**config.mk**
```make
export PLATFORM = sky130hd
export DESIGN_NAME = micro_sequencer
export DESIGN_NICKNAME = d
export VERILOG_FILES = /design/src/rtl/ucode_pkg.sv /design/src/rtl/ustack.sv /design/src/rtl/micro_sequencer.sv
export SDC_FILE = /design/constraint.sdc
export NUM_CORES = 1
export LEC_CHECK = 0
export ABC_AREA = 1
export CAP_MARGIN = 20
export CORE_UTILIZATION = 55
export CTS_BUF_LIST = sky130_fd_sc_hd__clkbuf_2
export DETAILED_ROUTE_END_ITERATION = 6
export HOLD_SLACK_MARGIN = 0.03
export PLACE_DENSITY = 0.86
export SYNTH_ARGS = -nofsm -noshare
export SYNTH_HDL_FRONTEND = slang
export SYNTH_SLANG_ARGS = --single-unit
```
**constraint.sdc**
```tcl
create_clock -name clk -period 5.47 [get_ports clk]
set_input_delay 1.094 -clock clk [delete_from_list [all_inputs] [get_ports clk]]
set_output_delay 1.094 -clock clk [all_outputs]
set_load 0.01 [all_outputs]
```
**src/rtl/ucode_pkg.sv**
```systemverilog
// rtl/ucode_pkg.sv - shared micro-sequencer encodings.
package ucode_pkg;

  typedef enum logic [3:0] {
    SEQ_NEXT  = 4'd0,
    SEQ_MAP   = 4'd1,
    SEQ_FETCH = 4'd2,
    SEQ_JUMP  = 4'd3,
    SEQ_CJUMP = 4'd4,
    SEQ_CALL  = 4'd5,
    SEQ_RET   = 4'd6,
    SEQ_WAIT  = 4'd7
  } seq_e;

  typedef enum logic [2:0] {
    COND_NEVER  = 3'd0,
    COND_LT     = 3'd1,
    COND_EQ     = 3'd2,
    COND_LE     = 3'd3,
    COND_GT     = 3'd4,
    COND_NE     = 3'd5,
    COND_GE     = 3'd6,
    COND_ALWAYS = 3'd7
  } cond_e;

endpackage

```
**src/rtl/ustack.sv**
```systemverilog
// rtl/ustack.sv - micro-return stack; pointer resets, entry contents do not.
module ustack #(
  parameter int DEPTH = 4,
  parameter int W     = 8
) (
  input  logic                     clk,
  input  logic                     rst,
  input  logic                     push,
  input  logic                     pop,
  input  logic [W-1:0]             din,
  output logic                     full,
  output logic                     empty,
  output logic [W-1:0]             top,
  output logic [$clog2(DEPTH):0]   count
);
  localparam int AW = $clog2(DEPTH);

  logic [W-1:0]  mem_q [DEPTH];
  logic [AW:0]   count_q, count_d;
  logic [AW-1:0] wr_idx, top_idx;

  assign wr_idx  = count_q[AW-1:0];
  assign top_idx = wr_idx - 1'b1;
  assign full    = (count_q == (AW+1)'(DEPTH));
  assign empty   = (count_q == '0);
  assign top     = mem_q[top_idx];
  assign count   = count_q;

  always_comb begin
    count_d = count_q;
    if (push && !full)       count_d = count_q + 1'b1;
    else if (pop && !empty)  count_d = count_q - 1'b1;
  end

  always_ff @(negedge clk or posedge rst) begin
    if (rst) count_q <= '0;
    else     count_q <= count_d;
  end

  always_ff @(negedge clk) begin
    if (push && !full) mem_q[wr_idx] <= din;
  end

endmodule

```
**src/rtl/micro_sequencer.sv**
```systemverilog
// rtl/micro_sequencer.sv - falling-edge micro-sequencer with return stack.
module micro_sequencer
  import ucode_pkg::*;
#(
  parameter int CAR_W = 8,
  parameter int OPC_W = 4,
  parameter int IW    = 16,
  parameter int UW    = 16,
  parameter int DEPTH = 4
) (
  input  logic                     clk,
  input  logic                     rst,
  input  logic [IW-1:0]            instr,
  input  logic [1:0]               flg,
  input  logic [UW-1:0]            uword,
  input  logic                     mem_ready,
  input  logic                     hold,
  output logic [CAR_W-1:0]         car,
  output logic [3:0]               uop,
  output logic                     stalled,
  output logic                     stack_err,
  output logic [$clog2(DEPTH):0]   sp
);
  if (UW < CAR_W + 8) begin : g_bad_uw
    $error("micro_sequencer: UW must be >= CAR_W+8");
  end
  if (DEPTH < 2 || (DEPTH & (DEPTH - 1)) != 0) begin : g_bad_depth
    $error("micro_sequencer: DEPTH must be a power of two >= 2");
  end

  function automatic logic cond_eval(input logic [2:0] c, input logic eq, input logic lt);
    case (c)
      COND_NEVER:  return 1'b0;
      COND_LT:     return lt;
      COND_EQ:     return eq;
      COND_LE:     return lt | eq;
      COND_GT:     return ~lt & ~eq;
      COND_NE:     return ~eq;
      COND_GE:     return ~lt;
      default:     return 1'b1;
    endcase
  endfunction

  logic [CAR_W-1:0] car_q, car_d, car_inc, target, stk_top;
  logic             err_q, err_d, push, pop, stk_full, stk_empty;
  logic [3:0]       seq;
  logic [OPC_W-1:0] opcode;
  logic             unused_ok;

  assign seq       = uword[3:0];
  assign target    = uword[CAR_W+3:4];
  assign opcode    = instr[IW-1 -: OPC_W];
  assign car_inc   = car_q + 1'b1;
  assign unused_ok = ^{instr, uword};

  assign stalled   = hold || (seq == SEQ_WAIT && !mem_ready);
  assign uop       = stalled ? 4'h0 : uword[UW-1 -: 4];
  assign car       = car_q;
  assign stack_err = err_q;

  ustack #(.DEPTH(DEPTH), .W(CAR_W)) u_stack (
    .clk   (clk),
    .rst   (rst),
    .push  (push),
    .pop   (pop),
    .din   (car_inc),
    .full  (stk_full),
    .empty (stk_empty),
    .top   (stk_top),
    .count (sp)
  );

  always_comb begin
    car_d = car_q;
    err_d = err_q;
    push  = 1'b0;
    pop   = 1'b0;
    // hold outranks every mode, including stack traffic
    if (!hold) begin
      case (seq)
        SEQ_MAP:   car_d = CAR_W'(opcode) << (CAR_W - OPC_W);
        SEQ_FETCH: car_d = '0;
        SEQ_JUMP:  car_d = target;
        SEQ_CJUMP: car_d = cond_eval(instr[11:9], flg[1], flg[0]) ? target : car_inc;
        SEQ_CALL: begin
          if (stk_full) begin
            err_d = 1'b1;
            car_d = '0;
          end else begin
            push  = 1'b1;
            car_d = target;
          end
        end
        SEQ_RET: begin
          if (stk_empty) begin
            err_d = 1'b1;
            car_d = '0;
          end else begin
            pop   = 1'b1;
            car_d = stk_top;
          end
        end
        SEQ_WAIT:  if (mem_ready) car_d = car_inc;
        default:   car_d = car_inc;
      endcase
    end
  end

  always_ff @(negedge clk or posedge rst) begin
    if (rst) begin
      car_q <= '0;
      err_q <= 1'b0;
    end else begin
      car_q <= car_d;
      err_q <= err_d;
    end
  end

endmodule

```
==> metrics.md <==
| Metric | Value |
|---|---|
| Synth Area in Compound Gates | `0.03191` |
| Leakage | `1.775 nW` |
| Clock transition at path regs | `0.18 ns` |
| Worst setup EP type | `primary output` |
| Data required time of the critical path | `4.38 ns` |
| Unrepaired setup endpoints after global routing | `no` |
| Pwr per Cell Area | `377.3 nW/um2` |
| Post-synthesis mux area share | `0` |
| Post-DR wirelength/cell | `13.13 um` |
| All-Layer GR Usage | `0.2757` |
| Max VDD drop | `0.2435 mV` |
| H-tree depth | `2` |
| Reg-to-reg endpoint | `car[2]$_DFFE_NP0P_` |
| Core area | `4414 um2` |
| Gate power share | `0.439` |
| Initial antenna violation count | `0` |
| Final instance area | `3344 um2` |
| Clk sinks | `44` |
| Vias in the first global route | `2,316` |
| MaxCap Viol Count | `0` |
| Crit-path max cell delay | `0.59 ns` |
| Fin. max-slew vios | `0` |
| CP endpoint | `car[4]` |
| Pre-CTS setup slack | `-0.2684 ns` |
| Layout Nets | `467` |
| Max_slew headroom | `0.6670` |
| Clock share of power | `0.197` |
| Reg2Reg Depth | `10` |
| Syn nets | `370` |
| Final wirelength | `6.251 mm` |
| Detailed Place HPWL | `4.391 mm` |
| Crit path from | `car[4]$_DFFE_NP0P_` |
| Vias per Instance | `4.973` |
| Syn. warnings | `0` |
| Skew-Pair Late Insertion Delay | `0.51 ns` |
| Combinational family with the most area after synthesis | `simple AND/OR/NAND/NOR gates` |
| Synthesized area | `2549 um2` |
| Largest net degree at the start of global routing | `25` |
| First-pass GRT wire length | `10.38 mm` |
| Reg2reg setup slack | `2.89 ns` |
| Port Buffers | `45` |
| DR iter-0 viols | `245` |
| Mapped Avg Cell Area | `7.818 um2` |
| Worst R2R Start | `u_stack.count[0]$_DFFE_NP0P_` |
| Hold buffer count at CTS | `0` |
| CP bufs+invs | `1` |
| Top cell type by total area after synthesis | `edfxtp_1` |
| Row count | `24` |
| DRC | `0` |
| Die area | `4911 um2` |
| Critical path class | `reg -> out` |
| Ys flop type | `edfxtp_1` |
| Worst-Margin Slew | `0.4990 ns` |
| Post-route setup TNS | `0 ns` |
| CTS tree | `yes` |
| CTS Buf Count | `5` |
| Placed cell area | `3166 um2` |
| Die Y | `70.08 um` |
| Max clock buf depth | `2` |
| Worst path arrival time | `4.31 ns` |
| Crit path max-delay family | `flip-flops` |
| Fill cell total of the finished layout | `296` |
| Die Width | `70.08 um` |
| Count of final hold-check violations | `0` |
| Mapped Cells | `326` |
| Post-synthesis sequential area ratio | `0.4948` |
| Diode count | `0` |
| IO Pins | `55` |
| Overflow left after global routing | `0` |
| EDFF count, synth | `32` |
| CTS root buffer | `clkbuf_2` |
| Routed Antenna Nets | `0` |
| Internal power | `0.7014 mW` |
| Post-Synth XOR/XNOR Area | `0.01031` |
| Clock Skew | `0.1275 ns` |
| Switching share of power | `0.4441` |
| Hold Startpoint | `stack_err$_DFFE_NP0P_` |
| Register share of total power | `0.364` |
| Synth top area share | `0.3770` |
| Final core occ | `0.7577` |
| Yosys reg bits | `44` |
| Critical path launch point type | `flip-flop` |
| Critical path depth | `1` |
| Min-Delay Path Class | `reg -> reg` |
| Crit-path cells | `clkdlybuf4s50_1` |
| Status | `complete, no violations` |
| Area delta synth->final | `31.22%` |
| Most frequent cells in the layout | `nand2_1 (100), inv_1 (99), clkdlybuf4s50_1 (45)` |
| Setup-failing EPs final | `0` |
| Worst Path Max Fanout | `8` |
| P_sw | `0.5604 mW` |
| Async SR Flop Fraction | `0.2727` |
| Cell variety after synth | `29` |
| DRT Pass-1 Iters | `4` |
| Simple-Gate Fraction of Synth Area | `0.3088` |
| WHS | `0.4409 ns` |
| PnR worst setup slack | `0.06954 ns` |
| Vias | `2,367` |
| Slowest CP cell | `dfrtn_1` |
| Share of cells above drive strength 1 | `0.1085` |
| Initial Util | `0.5774` |
| Placer Congestion | `0.8115` |
| Adder-cell share of the synthesized area | `0.03240` |
| Commonest non-fill, non-tap cell in the layout | `nand2_1` |
| Top cells by area, synth | `edfxtp_1 (38%), nand2_1 (15%), dfrtn_1 (12%), inv_1 (10%), nand3_1 (5.3%)` |
-- repair_timing --
action / CTS / global route
setup endpoints to repair: 0 / 2
buffers inserted: 0 / 2
resized for setup: 0 / 1
-- metal layers --
metal | part of all wire | vias to the layer above | GRT usage
li1 | - | 1190 | -
met1 | 0.39 | 1075 | 0.3327
met2 | 0.52 | 88 | 0.4744
met3 | 0.068 | 14 | 0.06782
met4 | 0.018 | 0 | 0.1067
met5 | 0 | - | 0
-- through the flow --
stage / total power, mW / std cells
after global placement: 1.015 / 435
after global routing: 1.362 / 476
after CTS: 1.248 / 474
after detailed placement: 1.036 / 435
final: 1.262 / 476
after floorplan: 0.8411 / 326
-- cells by family (layout without fill, tap and decap cells) --
logic type	after synthesis	in the layout
AOI/OAI and AO/OA	13	13
DFF	44	44
xor gates and xnor gates	3	3
adders and majority gates	6	6
buffers and inverters	78	176
and+or+nand+nor	182	182
-- flip-flops by register name, summed over array words and instances (netlist names) --
name           cells
car                8
u_stack.mem_q     32
stack_err          1
u_stack.count      3
-- synthesized netlist by cell type (2+ instances only) --
| library cell | number |
|---|---|
| nand2_1 | 100 |
| xor2_1 | 2 |
| dfrtn_1 | 12 |
| nand2_2 | 3 |
| or2_2 | 3 |
| a21oi_1 | 7 |
| nor2_1 | 36 |
| o21ai_0 | 3 |
| inv_2 | 2 |
| buf_2 | 6 |
| nand4_1 | 3 |
| inv_1 | 68 |
| edfxtp_1 | 32 |
| ha_1 | 5 |
| nand3_1 | 27 |
| or2_1 | 2 |
| nor2_2 | 3 |
-- power groups by stage --
stage          combinational [mW]  sequential [mW]  clock [mW]
5_1_grt                     0.623            0.465       0.274
6_report                    0.554            0.459       0.248
2_1_floorplan               0.333            0.472      0.0362
4_1_cts                     0.541            0.461       0.246
3_3_place_gp                0.513            0.466      0.0362
3_5_place_dp                0.532            0.467      0.0362
-- how the worst min path moves through the flow --
stage | endpoint | slack, ns | cells after the start
2_1_floorplan | stack_err$_DFFE_NP0P_ | 0.47 | 1
3_3_place_gp | stack_err$_DFFE_NP0P_ | 0.43 | 1
3_5_place_dp | stack_err$_DFFE_NP0P_ | 0.44 | 1
4_1_cts | stack_err$_DFFE_NP0P_ | 0.45 | 1
5_1_grt | stack_err$_DFFE_NP0P_ | 0.46 | 1
6_report | stack_err$_DFFE_NP0P_ | 0.44 | 1
-- layout make-up --
class	instances	area, um2	share of cell area
clock buffers	5	25.02	0.007482
multi-input cells	204	979.7	0.2929
inverters	70	265.3	0.07931
well taps	52	65.06	0.01945
clock inverters	35	140.1	0.04190
flip-flops and latches	44	1261	0.3771
repair buffers	66	608.1	0.1818
Note: power is estimated with default switching activity, not from simulation.
